`src/rtl/mod_carrega_matriz.sv`:
```
// Serial-to-parallel matrix loader: gathers row-major elements into a packed N x N register.
// Latency: n*n accepting cycles per matrix; matriz_valida is visible the cycle after the last accept.
// Backpressure: elem_pronto is low while a full matrix waits for consumido (decoded from state only).
//
// Ports:
//   clk, rst_n          clock and asynchronous active-low reset
//   tamanho             requested order n, sampled on the first accept of a load
//   elem_dado/valido    element offered by the source
//   elem_pronto         loader can take an element this cycle
//   limpar              synchronous abort of the current load (highest priority)
//   consumido           consumer has taken the presented matrix
//   matriz              packed matrix, element k at [k*LARGURA +: LARGURA]
//   matriz_valida       matriz holds a complete n x n matrix
//   matriz_tamanho      order of the presented matrix
//   contagem            elements accepted in the current load
module mod_carrega_matriz #(
  parameter int LARGURA = 8,
  parameter int N_MAX   = 5,
  localparam int CW     = $clog2(N_MAX * N_MAX + 1)
) (
  input  logic                           clk,
  input  logic                           rst_n,
  input  logic [2:0]                     tamanho,
  input  logic [LARGURA-1:0]             elem_dado,
  input  logic                           elem_valido,
  output logic                           elem_pronto,
  input  logic                           limpar,
  input  logic                           consumido,
  output logic [N_MAX*N_MAX*LARGURA-1:0] matriz,
  output logic                           matriz_valida,
  output logic [2:0]                     matriz_tamanho,
  output logic [CW-1:0]                  contagem
);

  typedef enum logic [1:0] {
    OCIOSO     = 2'd0,
    CARREGANDO = 2'd1,
    CHEIA      = 2'd2
  } estado_t;

  localparam logic [2:0] N_MAX3 = 3'(N_MAX);

  estado_t                          estado_q, estado_d;
  logic [N_MAX*N_MAX*LARGURA-1:0]   matriz_q, matriz_d;
  logic [2:0]                       tam_q, tam_d;
  logic [CW-1:0]                    contagem_q, contagem_d;

  logic [2:0]    n_pedido;
  logic [CW-1:0] total_atual;
  logic [CW-1:0] total_novo;

  // Ready depends on the state register alone, so the source never sees a
  // combinational path from its own valid back to ready.
  assign elem_pronto    = (estado_q != CHEIA);
  assign matriz_valida  = (estado_q == CHEIA);
  assign matriz         = matriz_q;
  assign matriz_tamanho = tam_q;
  assign contagem       = contagem_q;

  always_comb begin
    // Order is only meaningful between 2 and N_MAX; out-of-range requests saturate.
    if (tamanho < 3'd2) begin
      n_pedido = 3'd2;
    end else if (tamanho > N_MAX3) begin
      n_pedido = N_MAX3;
    end else begin
      n_pedido = tamanho;
    end
    total_atual = CW'(tam_q) * CW'(tam_q);
    total_novo  = CW'(n_pedido) * CW'(n_pedido);
  end

  always_comb begin
    estado_d   = estado_q;
    matriz_d   = matriz_q;
    tam_d      = tam_q;
    contagem_d = contagem_q;

    if (limpar) begin
      estado_d   = OCIOSO;
      contagem_d = '0;
      matriz_d   = '0;
    end else begin
      case (estado_q)
        OCIOSO: begin
          if (elem_valido) begin
            // New load: the previous matrix is wiped so unused slots read zero.
            tam_d                  = n_pedido;
            matriz_d               = '0;
            matriz_d[LARGURA-1:0]  = elem_dado;
            contagem_d             = CW'(1);
            estado_d               = (total_novo == CW'(1)) ? CHEIA : CARREGANDO;
          end
        end
        CARREGANDO: begin
          if (elem_valido) begin
            matriz_d[int'(contagem_q) * LARGURA +: LARGURA] = elem_dado;
            contagem_d = contagem_q + CW'(1);
            if (contagem_d == total_atual) begin
              estado_d = CHEIA;
            end
          end
        end
        CHEIA: begin
          // Matrix and order stay visible after hand-off until the next load starts.
          if (consumido) begin
            estado_d   = OCIOSO;
            contagem_d = '0;
          end
        end
        default: begin
          estado_d = OCIOSO;
        end
      endcase
    end
  end

  always_ff @(posedge clk or negedge rst_n) begin
    if (!rst_n) begin
      estado_q   <= OCIOSO;
      matriz_q   <= '0;
      tam_q      <= 3'd2;
      contagem_q <= '0;
    end else begin
      estado_q   <= estado_d;
      matriz_q   <= matriz_d;
      tam_q      <= tam_d;
      contagem_q <= contagem_d;
    end
  end

endmodule

```
`config.mk`:
```
export PLATFORM = sky130hd
export DESIGN_NAME = mod_carrega_matriz
export DESIGN_NICKNAME = d
export VERILOG_FILES = /design/src/rtl/mod_carrega_matriz.sv
export SDC_FILE = /design/constraint.sdc
export NUM_CORES = 1
export LEC_CHECK = 0
export ABC_AREA = 1
export BUFFER_PORTS_ARGS = -buffer_cell sky130_fd_sc_hd__buf_2
export CORE_MARGIN = 2
export CORE_UTILIZATION = 40
export CTS_CLUSTER_SIZE = 30
export DETAILED_ROUTE_END_ITERATION = 7
export GPL_TIMING_DRIVEN = 0
export HOLD_SLACK_MARGIN = 0.02
export SLEW_MARGIN = 20
export SYNTH_ARGS = -nofsm -noshare
export SYNTH_HDL_FRONTEND = slang
export SYNTH_SLANG_ARGS = --single-unit
export TNS_END_PERCENT = 5
```
`constraint.sdc`:
```
create_clock -name clk -period 2.97 [get_ports clk]
set_clock_uncertainty 0.1 [all_clocks]
set_input_delay 0.594 -clock clk [delete_from_list [all_inputs] [get_ports clk]]
set_output_delay 0.594 -clock clk [all_outputs]
set_load 0.02 [all_outputs]
```
==> results of run 1 <==
cell usage after synthesis (11+ instances only):
master / number / area, um2
nor3_1: 18 / 90.1
nand4_1: 29 / 181
o21ai_0: 65 / 325
nand3_1: 226 / 1130
dfrtp_1: 209 / 5230
nand2_2: 11 / 68.8
buf_2: 32 / 160
o21ai_1: 62 / 310
nand2_1: 215 / 807
nor2_1: 113 / 424
inv_1: 72 / 270
clkbuf_1: 18 / 67.6
kinds of logic (layout without fill, tap and decap cells):
group                      Yosys count  count (layout)
adders and majority gates            8               8
DFF                                210             210
xor gates and xnor gates             6               6
buffers and inverters              142             420
AOI/OAI and AO/OA                  148             148
and+or+nand+nor                    659             660
per-layer routing:
metal	track usage (%)	up-vias	wire length (um)
met1	35.8	4568	14800
li1	-	4453	-
met4	5.99	2	710
met2	37.6	361	14900
met3	4.72	50	2550
met5	0	-	13
worst min-delay path, stage by stage:
cell     delay [ns]
buf_2          0.13
inv_1          0.08
o21ai_0        0.09
stage by stage:
stage | area, um2 | hold slack, ns | TNS [ns] | util, % | power (W)
3_3_place_gp | 11500 | 0.351 | -550.77 | 47.2 | 0.00611
6_report | 12700 | 0.312 | 0 | 51.9 | 0.00945
2_1_floorplan | 9980 | 0.198 | 0 | - | 0.00518
5_1_grt | 12700 | 0.355 | -1.19 | 51.9 | 0.00989
3_5_place_dp | 11600 | 0.358 | -44.39 | 47.5 | 0.00614
4_1_cts | 12500 | 0.307 | 0 | 51.3 | 0.00933
power breakdown:
part           switching (W)  internal, W
combinational        0.00245     0.000769
clock                0.00121      0.00188
sequential          0.000128      0.00302
final cells by class:
cell class	count	area (um2)
Clock inverter	9	105
Sequential cell	210	5260
Multi-Input combinational cell	822	4250
Clock buffer	34	729
Timing Repair Buffer	235	1260
Inverter	84	323
Buffer	58	330
Fill cell	2404	11700
Tap cell	324	405
what timing repair did:
action	CTS	global route
hold buffers	1	0
hold endpoints to repair	25	0
gates cloned	1	0
resized for setup	16	40
buffers inserted	4	3
endpoints found under the setup margin	200	191
pin swaps	3	2
worst paths after layout:
| check | slack, ns | from | end |
|---|---|---|---|
| min in group asynchronous | 0.41 | rst_n | matriz[146] |
| max in group asynchronous | 1.58 | rst_n | matriz[175] |
| min reg2reg | 0.37 | matriz[115] | matriz[115] |
| max | 0.08 | contagem[0] | matriz[36] |
| max reg2reg | 0.08 | contagem[0] | matriz[36] |
| min | 0.31 | tamanho[2] | matriz_tamanho[2] |
state kept, by name, indices dropped and copies added, names as in the netlist:
name,count
matriz,200
contagem,5
estado_q,2
matriz_tamanho,3
==> qor.csv, run 1 <==
metric,value,unit
status,completed,
cp_slowest_cell,dfrtp_1,
rr_worst_depth,14,
maxCapViolCount,0,
fp.dieW,162,um
synth_top_family_by_area,simple AND/OR/NAND/NOR gates,
finalSetupViolCount,0,
grt_max_degree,98,
whs_path_depth,3,
start_util,40.9,%
syn-num-nets,1197,
routedWlPerCell,18.6,um
timing.critical_path.cells,buf_4 > inv_4 > clkbuf_8 > ha_2 > nand2_2 > nor2_1 > ha_1 > nand2_2 > nor2_4 > buf_4 > nand2_2 > buf_2 > nand3_1 > o21ai_0,
clkSinkCount,210,
drive_above_1_share,28.3,%
worst-path-buf-inv,5,
dieArea,26200,um2
synth_xor_area_share,0.527,%
finalWeightedCongestion,0.956,
synth_edf_count,0,
synth_warnings,0,
die_height,162,um
wirelength,33000,um
syn2layout_area_growth,26.9,%
drt_iter0_markers,858,
ys_ff_latch,210,
synth_ff_type,dfrtp_1,
pin_count,226,
worstPathRequired,3.27,ns
num_rows,57,
synth_cells,1173,
synth.area.mux_share,0,%
worstPathMaxFanout,10,
vias,9434,
mostFrequentLayoutCell,buf_2,
synth.cell_area,9980,um2
coreArea,24400,um2
placedCellCount,1724,
crit_path_frequent_cell,nand2_2,
rsz0062_at_grt,yes,
yosys.area_share.simple,31.7,%
arrival,3.18,ns
p_leak,6.55,nW
synth-seq-area-share,52.7,%
cts-root-buf,clkbuf_16,
fin_cells,1776,
cp_top_family,buffers and inverters,
yosysUniqueCellTypes,39,
antenna_found_initial,1,
timing.final.ws_setup,0.0838,ns
critPathLaunchType,register,
grtUsageTotal,24.5,%
cts_tree,yes,
vdd_ir_drop_max,0.000466,V
period_needed,2.89,ns
drv_slew,0,
fin_crit_sh,97.2,%
drt_drc_violations_left,0,
clk_pin_slew,0.06,ns
grt_remaining_overflow,0,
n_antenna_cell,0,
final_cell_mix,"buf_2 (252), nand3_1 (219), nand2_1 (210)",
crit_cells,14,
num-nets-final,1459,
grt_pass1_wl,50200,um
power.density,747,nW/um2
cts_buffer_depth,3,
first_pass_iters,5,
path_class,reg -> reg,
synth_compound_area_share,7.89,%
endpoint_kind,register,
place_ws,-0.448,ns
clk_latency,0.52,ns
synth_adder_area_share,1.00,%
tightest_slew,0.817,ns
slew-limit-headroom,45.1,%
slowest_delay,0.38,ns
htree_levels,1,
viasPerCell,5.31,
hpwl,24700,um
cts_buffers,24,
port_buffers,225,
antenna_left,0,
max_freq,0.346,GHz
hold_path.class,in -> reg,
synthArstFlopShare,100,%
post_synth.cell_area_avg,8.51,um2
grt_pass1_vias,8838,
hold_viol,0,
(Power assumes the default switching activity.)
==> run 2: changes to the inputs <==
--- a/config.mk
+++ b/config.mk
@@ -8,7 +8,7 @@
 export ABC_AREA = 1
 export BUFFER_PORTS_ARGS = -buffer_cell sky130_fd_sc_hd__buf_2
 export CORE_MARGIN = 2
-export CORE_UTILIZATION = 40
+export CORE_UTILIZATION = 41
 export CTS_CLUSTER_SIZE = 30
 export DETAILED_ROUTE_END_ITERATION = 7
 export GPL_TIMING_DRIVEN = 0
==> qor.csv, run 2 (synthesis results as in run 1) <==
metric,value,unit,change
slew-limit-headroom,50.9,%,+5.8 points
worstPathRequired,3.26,ns,about the same
drt-met1-wl,14600,um,-1.4%
cts_buffers,23,,-4.2%
worstPathMaxFanout,10,,unchanged
crit_path_frequent_cell,nand2_2,,
drive_above_1_share,28.1,%,-0.18 points
grt_max_degree,98,,unchanged
antenna_found_initial,3,,+2
antenna_left,0,,unchanged
die_height,160,um,-1.2%
place_area,11600,um2,unchanged
finalWeightedCongestion,0.939,,-1.7%
cp_slowest_cell,dfrtp_1,,
rsz0062_at_grt,yes,,
vias,9390,,-0.47%
top_layer,met4,,
worst-path-buf-inv,5,,unchanged
num-nets-final,1462,,+0.21%
drt_drc_violations_left,0,,unchanged
critPathLaunchType,register,,
port_buffers,225,,unchanged
hold_ws,0.324,ns,+0.0125 ns
tightest_slew,0.734,ns,-0.0828 ns
timing.final.ws_setup,0.103,ns,+0.0195 ns
hpwl,24400,um,-0.99%
cts_buffer_depth,3,,unchanged
hold_path.class,in -> reg,,
largest_reg_flops,200,,unchanged
cts-root-buf,clkbuf_16,,
period_needed,2.87,ns,-0.0195 ns
timing.critical_path.cells,buf_6 > inv_4 > buf_6 > ha_1 > nand2_2 > nor2_1 > ha_1 > nand2_2 > nor2_4 > buf_4 > nand2_2 > buf_2 > nand3_1 > o21ai_1,,
clkSinkCount,210,,unchanged
status,completed,,
mostFrequentLayoutCell,buf_2,,
first_pass_iters,7,,+2
vdd_ir_drop_max,0.000422,V,-9.5%
final_cell_mix,"buf_2 (249), nand3_1 (220), nand2_1 (212)",,
met2_length,15100,um,+1.3%
pin_count,226,,unchanged
num_rows,57,,unchanged
finalSetupViolCount,0,,unchanged
path_class,reg -> reg,,
wirelength,32600,um,-1.2%
drv_slew,0,,unchanged
power.density,735,nW/um2,-1.5%
viasPerCell,5.27,,-0.75%
coreArea,24100,um2,-1.2%
grtUsageTotal,24.9,%,+0.47 points
htree_levels,1,,unchanged
syn2layout_area_growth,26.7,%,
cp_top_family,simple AND/OR/NAND/NOR gates,,
arrival,3.16,ns,-0.02 ns
fp.dieW,160,um,-1.2%
p_leak,6.52,nW,-0.33%
dieArea,25600,um2,-2.4%
routedWlPerCell,18.3,um,-1.5%
cts_tree,yes,,
endpoint_kind,register,,
wl_met3,2040,um,-20%
fin_crit_sh,96.5,%,-0.66 points
grt_remaining_overflow,0,,unchanged
maxCapViolCount,0,,unchanged
grt_pass1_vias,8848,,+0.11%
grt_pass1_wl,50200,um,about the same
place_ws,-0.425,ns,+0.0230 ns
max_freq,0.349,GHz,+0.68%
clk_latency,0.51,ns,about the same
fin_area,12600,um2,-0.19%
slowest_delay,0.37,ns,about the same
drt_iter0_markers,792,,-7.7%
clk_pin_slew,0.06,ns,about the same
start_util,41.4,%,+0.48 points
hold_viol,0,,unchanged
-- run 2: cell type report --
cell class                      instances  area (um2)
Fill cell                            2410       11500
Antenna cell                            3        7.51
Timing Repair Buffer                  239        1300
Clock inverter                          8        93.8
Clock buffer                           33         673
Inverter                               84         323
Tap cell                              324         405
Multi-Input combinational cell        822        4240
Buffer                                 58         338
Sequential cell                       210        5260
-- run 2: worst reg2reg max path, cell delays in order (launching register included) --
cell     delay (ns)
dfrtp_1        0.37
buf_6          0.16
inv_4          0.08
buf_6          0.16
ha_1           0.23
nand2_2        0.10
nor2_1         0.05
ha_1           0.36
nand2_2        0.17
nor2_4         0.31
buf_4          0.19
nand2_2        0.12
buf_2          0.21
nand3_1        0.08
o21ai_1        0.07
-- run 2: report_power, final --
part	switching, W	total [W]	internal [W]
Sequential	0.000123	0.00314	0.00302
Clock	0.00115	0.00290	0.00175
Combinational	0.00245	0.00325	0.000810
-- run 2: final timing paths --
kind                             start                 to  slack, ns  cells after the start
hold reg to reg            matriz[118]        matriz[118]       0.39                      2
min in group asynchronous        rst_n        matriz[151]       0.50                      2
max in group asynchronous        rst_n        matriz[177]       1.43                      3
hold / removal              tamanho[2]  matriz_tamanho[2]       0.32                      3
setup reg to reg           contagem[0]         matriz[64]       0.10                     14
setup / recovery           contagem[0]         matriz[64]       0.10                     14
-- run 2: routing by layer --
layer,vias up,GRT usage (%)
met3,54,4.23
li1,4478,-
met4,0,7.13
met1,4524,35.2
met5,-,0
met2,334,39.8
-- run 2: stage by stage --
| stage | power (W) | std cells | setup TNS (ns) | utilization, % |
|---|---|---|---|---|
| finish | 0.00929 | 1781 | 0 | 52.4 |
| global route | 0.00978 | 1781 | -0.0918 | 52.4 |
| CTS | 0.00912 | 1772 | 0 | 51.6 |
| detailed placement | 0.00614 | 1724 | -48.67 | 48.0 |
| global placement | 0.00610 | 1722 | -562.75 | 47.7 |
| floorplan | 0.00518 | 1173 | 0 | - |
-- run 2: timing repair --
item | in CTS | in global routing
gates cloned | 1 | 0
setup buffers | 5 | 6
endpoints found under the hold margin | 52 | 0
pin swaps | 3 | 5
hold buffers | 1 | 0
resized for setup | 12 | 41
setup endpoints to repair | 200 | 196
==> run 3: changes to the inputs <==
--- a/config.mk
+++ b/config.mk
@@ -7,13 +7,13 @@
 export LEC_CHECK = 0
 export ABC_AREA = 1
 export BUFFER_PORTS_ARGS = -buffer_cell sky130_fd_sc_hd__buf_2
+export CORE_ASPECT_RATIO = 0.8
 export CORE_MARGIN = 2
 export CORE_UTILIZATION = 41
 export CTS_CLUSTER_SIZE = 30
 export DETAILED_ROUTE_END_ITERATION = 7
 export GPL_TIMING_DRIVEN = 0
 export HOLD_SLACK_MARGIN = 0.02
-export SLEW_MARGIN = 20
 export SYNTH_ARGS = -nofsm -noshare
 export SYNTH_HDL_FRONTEND = slang
 export SYNTH_SLANG_ARGS = --single-unit
==> qor.csv, run 3 (synthesis results as in run 1) <==
metric,value,unit,change
crit_path_frequent_cell,nand2_1,,
dieArea,25600,um2,about the same
r2r-start,contagem[0],,
routedWlPerCell,19.0,um,+4.2%
port_buffers,225,,unchanged
die_height,144,um,-10%
num-nets-final,1462,,unchanged
path_class,reg -> reg,,
r2r-end,matriz[10],,
drive_above_1_share,28.4,%,+0.24 points
clkSinkCount,210,,unchanged
syn2layout_area_growth,27.1,%,
worstPathRequired,3.30,ns,+0.04 ns
num_rows,51,,-11%
final_cell_mix,"buf_2 (248), nand3_1 (220), nand2_1 (211)",,
power.density,753,nW/um2,+2.3%
maxCapViolCount,0,,unchanged
tightest_slew,0.866,ns,+0.132 ns
grt_pass1_vias,8697,,-1.7%
wirelength,33800,um,+4.0%
hold_path.class,in -> async,,
cp_top_family,simple AND/OR/NAND/NOR gates,,
timing.final.ws_setup,0.115,ns,+0.0120 ns
hpwl,25100,um,+2.7%
cts_tree,yes,,
critPathLaunchType,register,,
viasPerCell,5.29,,+0.32%
endpoint_kind,register,,
arrival,3.19,ns,+0.03 ns
drv_slew,0,,unchanged
vias,9399,,+0.096%
start_util,41.4,%,about the same
timing.critical_path.cells,buf_4 > inv_6 > clkbuf_8 > ha_2 > inv_1 > nand2_1 > nand2_4 > clkbuf_1 > nor4_1 > nand2_1 > o21ai_0,,
grt_remaining_overflow,0,,unchanged
worstPathMaxFanout,10,,unchanged
largest_reg_flops,200,,unchanged
vdd_ir_drop_max,0.000511,V,+21%
place_ws,-0.494,ns,-0.0691 ns
clk_pin_slew,0.06,ns,about the same
period_needed,2.85,ns,-0.0120 ns
finalWeightedCongestion,0.983,,+4.6%
drt_iter0_markers,718,,-9.3%
critPathLaunch,contagem[0],,
fin_util,52.6,%,+0.14 points
mostFrequentLayoutCell,buf_2,,
cts_buffers,24,,+4.3%
setup-tns-final,0,ns,unchanged
cts-root-buf,clkbuf_16,,
slowest_delay,0.66,ns,+0.29 ns
hold_viol,0,,unchanged
first_pass_iters,6,,-1
p_leak,6.54,nW,+0.32%
fin_crit_sh,96.1,%,-0.40 points
antenna_left,0,,unchanged
clk_latency,0.52,ns,about the same
fill_cells,2336,,-3.1%
grtUsageTotal,26.0,%,+1.1 points
antenna_found_initial,3,,unchanged
finalSetupViolCount,0,,unchanged
coreArea,24100,um2,about the same
rrSetupSlack,0.12,ns,about the same
htree_levels,1,,unchanged
rr_worst_depth,11,,-3
cts_buffer_depth,3,,unchanged
ctsHoldBuffers,0,,-1
worst-path-buf-inv,5,,unchanged
fp.dieW,178,um,+12%
drt_drc_violations_left,0,,unchanged
grt_max_degree,112,,+14%
grt_pass1_wl,50600,um,+0.88%
pin_count,226,,unchanged
slew-limit-headroom,42.3,%,-8.6 points
status,completed,,
cp_slowest_cell,nor4_1,,
max_freq,0.350,GHz,+0.42%
run 3: cell types whose count changed in the layout (fill, tap and decap cells not counted), moves of 3 or more:
cell / change
buf_4: +7
buf_6: -3
clkbuf_1: +3
nor2_2: -3
run 3: worst max-delay path by stage:
stage	slack (ns)	end	depth (start not counted)
after floorplan	0.10	matriz[182]	15
after global placement	-2.54	matriz[183]	1
after detailed placement	-0.49	matriz[183]	15
after CTS	0.003	matriz[183]	16
after global routing	-0.01	matriz[183]	16
final	0.12	matriz[10]	11
run 3: report_power, final:
| part | switching, W | leakage [nW] | internal (W) |
|---|---|---|---|
| logic | 0.00252 | 3.24 | 0.000820 |
| clock network | 0.00119 | 0.404 | 0.00188 |
| registers | 0.000120 | 2.90 | 0.00302 |
| total | 0.00383 | 6.54 | 0.00571 |
run 3: stage by stage:
stage          cells  instance area (um2)  total power (W)  hold slack [ns]
2_1_floorplan   1173                 9980          0.00518            0.198
3_3_place_gp    1716                11500          0.00616            0.358
3_5_place_dp    1717                11500          0.00619            0.357
4_1_cts         1766                12500          0.00937           0.0895
5_1_grt         1777                12700           0.0100            0.101
6_report        1777                12700          0.00954           0.0343
run 3: metal layers:
metal / part of all wire, % / GRT usage, % / wire length [um] / vias to the layer above
met1: 48 / 40.2 / 16200 / 4524
met3: 8.4 / 6.03 / 2830 / 46
li1: - / - / - / 4481
met2: 42 / 36.5 / 14100 / 348
met4: 2.0 / 6.38 / 664 / 0
met5: 0 / 0 / 0 / -
run 3: layout make-up:
class                      instances  area (um2)  area share (%)
timing repair buffer             239        1290            10.1
antenna                            3        7.51          0.0592
tap                              318         398            3.14
clock inverter                     9         120           0.947
sequential                       210        5260            41.5
multi-input combinational        821        4250            33.5
clock buffer                      35         693            5.47
inverter                          84         325            2.57
buffer                            58         340            2.68
run 3: repair_timing:
item                                    4_1_cts  5_1_grt
pin swaps                                     2        4
setup buffers                                 5        8
resized for setup                            17       49
endpoints found under the setup margin      200      192
